<file path="src/rtl/microwave_pkg.sv">
// Shared definitions for the microwave keypad front end and countdown.
//   state_e  : controller FSM states
//   key_e    : keypad strobe after priority resolution
//   bcd_t    : one BCD digit, shared with the countdown counters
//   dcount_t : number of digits entered so far
package microwave_pkg;

   typedef logic [3:0] bcd_t;
   typedef logic [1:0] dcount_t;

   localparam bcd_t    MAX_UNI    = 4'd9;
   localparam bcd_t    MAX_DEZ    = 4'd5;
   localparam bcd_t    MAX_MIN    = 4'd9;
   localparam dcount_t MAX_DIGITS = 2'd3;

   typedef enum logic [2:0] {
      StIdle,
      StEntry,
      StLoad,
      StRun,
      StPause,
      StDone
   } state_e;

   // Only one key is acted on per cycle: clear > start > stop > digit.
   typedef enum logic [2:0] {
      KeyNone,
      KeyDigit,
      KeyStop,
      KeyStart,
      KeyClear
   } key_e;

endpackage

</file>
<file path="src/rtl/bcd_entry_reg.sv">
// Three-digit M:SS preset shift register with digit counter and
// accept/reject logic.
//   clk_i, rst_i      : clock, synchronous active-high reset
//   clr_i             : clear preset to 0:00 and count to 0 (highest priority)
//   quick_i           : load quick-start preset 0:QUICK_DS:0
//   shift_i           : shift digit_i in (caller only asserts when !reject_o)
//   digit_i           : keypad BCD value
//   uni_sec_o, dez_sec_o, min_o : current preset
//   preset_nonzero_o  : preset differs from 0:00
//   reject_o          : digit_i would be rejected right now
module bcd_entry_reg
   import microwave_pkg::*;
#(
   parameter int unsigned QUICK_DS = 3
) (
   input  logic clk_i,
   input  logic rst_i,
   input  logic clr_i,
   input  logic quick_i,
   input  logic shift_i,
   input  bcd_t digit_i,
   output bcd_t uni_sec_o,
   output bcd_t dez_sec_o,
   output bcd_t min_o,
   output logic preset_nonzero_o,
   output logic reject_o
);

   bcd_t    uni_q, uni_d;
   bcd_t    dez_q, dez_d;
   bcd_t    min_q, min_d;
   dcount_t cnt_q, cnt_d;

   // A units digit above 5 would land in the tens-of-seconds slot on the
   // next shift, which is not a legal seconds value.
   always_comb begin
      reject_o = (digit_i > MAX_UNI) || (cnt_q >= MAX_DIGITS) || (uni_q > MAX_DEZ);
   end

   always_comb begin
      uni_d = uni_q;
      dez_d = dez_q;
      min_d = min_q;
      cnt_d = cnt_q;
      if (clr_i) begin
         uni_d = '0;
         dez_d = '0;
         min_d = '0;
         cnt_d = '0;
      end else if (quick_i) begin
         uni_d = '0;
         dez_d = bcd_t'(QUICK_DS);
         min_d = '0;
         cnt_d = 2'd2;
      end else if (shift_i) begin
         min_d = dez_q;
         dez_d = uni_q;
         uni_d = digit_i;
         cnt_d = cnt_q + 2'd1;
      end
   end

   always_ff @(posedge clk_i) begin
      if (rst_i) begin
         uni_q <= '0;
         dez_q <= '0;
         min_q <= '0;
         cnt_q <= '0;
      end else begin
         uni_q <= uni_d;
         dez_q <= dez_d;
         min_q <= min_d;
         cnt_q <= cnt_d;
      end
   end

   assign uni_sec_o        = uni_q;
   assign dez_sec_o        = dez_q;
   assign min_o            = min_q;
   assign preset_nonzero_o = |{uni_q, dez_q, min_q};

endmodule

</file>
<file path="src/rtl/microwave_keypad_ctrl.sv">
// Keypad front end for the microwave countdown timer. Assembles a M:SS
// preset from BCD keys, then drives the countdown's load/enable and reports
// end of cook. All outputs are registered.
//   clk_i, rst_i        : clock, synchronous active-high reset
//   digit_i, digit_valid_i : keypad digit and its one-cycle strobe
//   start_i, stop_i, clear_i : key strobes
//   zero_i              : countdown reports 0:00
//   uni_sec_o, dez_sec_o, min_o : preset to the countdown
//   load_o              : one-cycle parallel-load pulse
//   enable_o            : countdown enable
//   done_o              : end-of-cook indication, DONE_CYCLES long
//   err_o               : one-cycle pulse for a rejected key
module microwave_keypad_ctrl
   import microwave_pkg::*;
#(
   parameter int unsigned DONE_CYCLES = 3,
   parameter int unsigned QUICK_DS    = 3
) (
   input  logic       clk_i,
   input  logic       rst_i,
   input  logic [3:0] digit_i,
   input  logic       digit_valid_i,
   input  logic       start_i,
   input  logic       stop_i,
   input  logic       clear_i,
   input  logic       zero_i,
   output logic [3:0] uni_sec_o,
   output logic [3:0] dez_sec_o,
   output logic [3:0] min_o,
   output logic       load_o,
   output logic       enable_o,
   output logic       done_o,
   output logic       err_o
);

   localparam int unsigned DoneW = (DONE_CYCLES > 1) ? $clog2(DONE_CYCLES) : 1;

   state_e           state_q, state_d;
   key_e             key;
   logic [DoneW-1:0] done_cnt_q, done_cnt_d;
   logic             first_q, first_d;
   logic             load_q, enable_q, done_q, err_q;
   logic             err_d;

   logic entry_clr, entry_quick, entry_shift;
   logic preset_nonzero, reject;

   bcd_entry_reg #(
      .QUICK_DS (QUICK_DS)
   ) u_entry (
      .clk_i            (clk_i),
      .rst_i            (rst_i),
      .clr_i            (entry_clr),
      .quick_i          (entry_quick),
      .shift_i          (entry_shift),
      .digit_i          (digit_i),
      .uni_sec_o        (uni_sec_o),
      .dez_sec_o        (dez_sec_o),
      .min_o            (min_o),
      .preset_nonzero_o (preset_nonzero),
      .reject_o         (reject)
   );

   always_comb begin
      key = KeyNone;
      if (clear_i)            key = KeyClear;
      else if (start_i)       key = KeyStart;
      else if (stop_i)        key = KeyStop;
      else if (digit_valid_i) key = KeyDigit;
   end

   always_comb begin
      state_d     = state_q;
      done_cnt_d  = done_cnt_q;
      err_d       = 1'b0;
      entry_quick = 1'b0;
      entry_shift = 1'b0;
      // The counter needs one cycle after the load to show the preset, so a
      // stale zero from the previous cook must not end the new one.
      first_d     = (state_q == StLoad);

      case (state_q)
         StIdle, StEntry: begin
            case (key)
               KeyClear: state_d = StIdle;
               KeyStart: begin
                  if (state_q == StIdle) begin
                     entry_quick = 1'b1;
                     state_d     = StLoad;
                  end else if (preset_nonzero) begin
                     state_d = StLoad;
                  end else begin
                     err_d = 1'b1;
                  end
               end
               KeyDigit: begin
                  if (reject) begin
                     err_d = 1'b1;
                  end else begin
                     entry_shift = 1'b1;
                     state_d     = StEntry;
                  end
               end
               default: ;
            endcase
         end
         StLoad: begin
            if (key == KeyClear) begin
               state_d = StIdle;
            end else begin
               state_d = StRun;
               if (key == KeyDigit) err_d = 1'b1;
            end
         end
         StRun: begin
            if (key == KeyClear) begin
               state_d = StIdle;
            end else if (key == KeyStop) begin
               state_d = StPause;
            end else begin
               if (key == KeyDigit) err_d = 1'b1;
               if (zero_i && !first_q) begin
                  state_d    = StDone;
                  done_cnt_d = DoneW'(DONE_CYCLES - 1);
               end
            end
         end
         StPause: begin
            case (key)
               KeyClear: state_d = StIdle;
               KeyStart: state_d = StRun;
               KeyDigit: err_d   = 1'b1;
               default: ;
            endcase
         end
         StDone: begin
            if (key == KeyClear) begin
               state_d = StIdle;
            end else if (done_cnt_q == '0) begin
               state_d = StIdle;
            end else begin
               done_cnt_d = done_cnt_q - 1'b1;
            end
         end
         default: state_d = StIdle;
      endcase

      // Sitting in or entering IDLE always means an empty 0:00 preset.
      entry_clr = (state_d == StIdle);
   end

   always_ff @(posedge clk_i) begin
      if (rst_i) begin
         state_q    <= StIdle;
         done_cnt_q <= '0;
         first_q    <= 1'b0;
         load_q     <= 1'b0;
         enable_q   <= 1'b0;
         done_q     <= 1'b0;
         err_q      <= 1'b0;
      end else begin
         state_q    <= state_d;
         done_cnt_q <= done_cnt_d;
         first_q    <= first_d;
         load_q     <= (state_d == StLoad);
         enable_q   <= (state_d == StRun);
         done_q     <= (state_d == StDone);
         err_q      <= err_d;
      end
   end

   assign load_o   = load_q;
   assign enable_o = enable_q;
   assign done_o   = done_q;
   assign err_o    = err_q;

endmodule
</file>
<file path="config.mk">
export PLATFORM = sky130hd
export DESIGN_NAME = microwave_keypad_ctrl
export DESIGN_NICKNAME = d
export VERILOG_FILES = /design/src/rtl/microwave_pkg.sv /design/src/rtl/bcd_entry_reg.sv /design/src/rtl/microwave_keypad_ctrl.sv
export SDC_FILE = /design/constraint.sdc
export NUM_CORES = 1
export LEC_CHECK = 0
export ABC_AREA = 1
export CAP_MARGIN = 40
export CORE_MARGIN = 4
export CORE_UTILIZATION = 50
export DETAILED_ROUTE_END_ITERATION = 8
export MAX_ROUTING_LAYER = met4
export PLACE_DENSITY_LB_ADDON = 0.08
export SYNTH_ARGS = -nofsm -noshare
export SYNTH_HDL_FRONTEND = slang
export SYNTH_HIERARCHICAL = 1
export SYNTH_SLANG_ARGS = --single-unit
</file>
<file path="constraint.sdc">
create_clock -name clk_i -period 1.8 [get_ports clk_i]
set_input_delay 0.36 -clock clk_i [delete_from_list [all_inputs] [get_ports clk_i]]
set_output_delay 0.36 -clock clk_i [all_outputs]
set_load 0.005 [all_outputs]
</file>
==> flow_metrics.tcl <==
set metrics [dict create \
    status "finished, final reports clean" \
    layout_common_cells "nand2_1 (57), clkdlybuf4s50_1 (24), nor2_1 (21), inv_1 (17), dfxtp_1 (17)" \
    final_area_mm2 0.001861 \
    dpl_worst_slack_ns -0.4420 \
    grtUsageTotal_pct 20.29 \
    relSlewSlack_pct 83.02 \
    hold_slack_ns 0.4846 \
    syn_area_mm2 0.001290 \
    power_mw 1.111 \
    layout.nets 251 \
    stdcell_count 267 \
    grt_pass1_vias 1326 \
    crit_fanout 5 \
    fin_util_pct 75.10 \
    port_buffers 26 \
    synthXorXnorAreaFrac_pct 0.6790 \
    crit_type "input pin to register" \
    maxCapViolCount 0 \
    path_cells "clkdlybuf4s50_1, o21ai_0, nand3_1, inv_1, nand4_1, buf_4, nor2_4, buf_6, buf_4, nand2_1, a21oi_2" \
    synth_fa_ha_area_share_pct 1.940 \
    slowest_stage "clkdlybuf4s50_1" \
    num_io_pins 27 \
    period_needed_ns 1.744 \
    cts.path.max_buffers 2 \
    ys_seq_area_share_pct 37.25 \
    tightestPinTransition_ns 0.2547 \
    yosys_warnings 6 \
    crit_top_cell "buf_4" \
    die_w_um 58.80 \
    critical_path_required_ns 2.06 \
    ys_ff_latch 24 \
    cts-htree-levels 1 \
    vdd_drop_max_v 0.0005678 \
    first_pass_iters 4 \
    setup_ws_ns 0.05617 \
    wl_per_cell_um 12.97 \
    fmax_ghz 0.5735 \
    final_common_cell "nand2_1" \
    hold_class "register to register" \
    p_per_area_mw_per_mm2 597.0 \
    num_antenna_cells 0 \
    root_buffer "clkbuf_4" \
    gp_congestion 0.9805 \
    synthCells 192 \
    place_area_mm2 0.001683 \
    finalHoldViolations 0 \
    worstRegToRegCells 11 \
    fin_crit_sh_pct 96.88 \
    hold_depth 2 \
    gr-total-overflow 0 \
    area.growth.synth_to_final_pct 44.23 \
    grt_start_max_net_pins 15 \
    cts_tree "yes" \
    drive_gt1_share_pct 29.11 \
    tns_ns 0 \
    synth_compound_area_share_pct 11.93 \
    die_height_um 58.80 \
    cpLargestDelayFamily "buffers and inverters" \
    placed_cells 260 \
    core_area_mm2 0.002477 \
    synth_top_family_by_area "simple AND/OR/NAND/NOR gates" \
    cts.clk_slew.worst_paths_ns 0.14 \
    dpl.hpwl_um 2370 \
    p_leak_nw 0.8344 \
    clock_latency_ns 0.32 \
    ant_nets 0 \
    end_kind "register" \
    setup_violations 0 \
    synth-simple-area-share_pct 37.73 \
    vias 1391 \
    grt_pass1_wl_um 5319 \
    path_buf_inv 5 \
    start_util_pct 52.07 \
    startpoint_type "input pin" \
    drt-total-wl_um 3463 \
    drt_iter0_drc 80 \
    syn_area_per_cell_um2 6.719 \
    netlist-cell-type-count 24 \
    via_per_inst 5.210 \
    die-area_mm2 0.003457 \
    fin_skew_ns 0.008038 \
    drc 0 \
    row_count 18 \
    muxShareOfSynthArea_pct 0 \
    drv_slew 0 \
    syn_nets 205 \
    max_stage_delay_ns 0.41 \
    worst-path-stages 11 \
    arrival_ns 2.00 \
    cts_sinks 24 \
    antenna_found_initial 0 \
    cts_made_buffers 3 \
]
synth_stat cells:
cell      number  share of area (%)
ha_1           2                1.9
a21oi_2       10                6.8
buf_1          1               0.29
nor3_1         2               0.78
nand4_1        2               0.97
o21ai_2        1               0.68
inv_2          6                1.7
a21oi_1        7                2.7
nor2_1        27                7.9
nand3_2        2                1.6
nand2_1       60                 17
nand2_2        3                1.5
dfxtp_1       24                 37
o21ai_0        3                1.2
buf_6          3                2.6
buf_4          1               0.58
nand3b_1       1               0.58
nand3_1       13                5.0
nor3b_1        1               0.58
o21bai_1       1               0.58
xnor2_1        1               0.68
nor2_2         2               0.97
and2_0         1               0.49
inv_1         18                5.2
flip-flops by register name, summed over array words and instances (netlist names):
signal	cells
enable_o	1
state_q	3
u_entry/uni_sec_o	4
u_entry/cnt_q	2
err_o	1
done_cnt_q	2
first_q	1
load_o	1
u_entry/min_o	4
done_o	1
u_entry/dez_sec_o	4
where the power goes:
group	total [mW]	switching [mW]	internal (mW)
clock	0.393	0.168	0.225
combinational	0.170	0.0924	0.0780
sequential	0.547	0.00682	0.540
metal layers:
metal | vias to the layer above | wire length (um) | GRT usage [%] | part of all wire, %
met5 | - | 0 | - | 0
met4 | 0 | 43 | 7.443 | 1.2
met3 | 4 | 147 | 3.289 | 4.2
met2 | 47 | 1809 | 35.49 | 52
met1 | 645 | 1462 | 23.09 | 42
li1 | 695 | - | - | -
cells by family (layout without fill, tap and decap cells):
group / after synthesis / count (layout)
AND/OR/NAND/NOR: 114 / 115
adder cells (fa/ha/maj): 2 / 2
XOR/XNOR: 1 / 1
buffers and inverters: 29 / 73
AO/OA/AOI/OAI: 22 / 22
flip-flops: 24 / 24
layout make-up:
type	count	area [um^2]
well taps	30	37.54
multi-input cells	140	740.7
flip-flops and latches	24	489.2
inverters	24	95.09
clock inverters	1	30.03
fillers	194	616.8
repair buffers	45	445.4
clock buffers	3	22.52
worst reg2reg max path, cell delays in order, from the launching register on:
cell,delay [ns]
dfxtp_2,0.35
ha_2,0.17
nor2_1,0.10
nand3_1,0.09
inv_1,0.09
nand4_1,0.12
buf_4,0.17
nor2_4,0.08
buf_6,0.14
buf_4,0.14
nand2_1,0.07
a21oi_2,0.12
repair_timing:
action	CTS	global route
gates resized for setup	1	31
hold buffers	0	0
setup buffers	0	1
pin swaps	0	10
endpoints found under the setup margin	11	14
cloned	0	2
worst paths after layout:
kind	start	to	slack [ns]
max	digit_i[1]	u_entry/uni_sec_o[3]	0.06
min	done_cnt_q[1]	done_cnt_q[1]	0.48
max reg2reg	u_entry/cnt_q[0]	u_entry/uni_sec_o[3]	0.08
min reg2reg	done_cnt_q[1]	done_cnt_q[1]	0.48
Power figures use the tool's default switching activity.
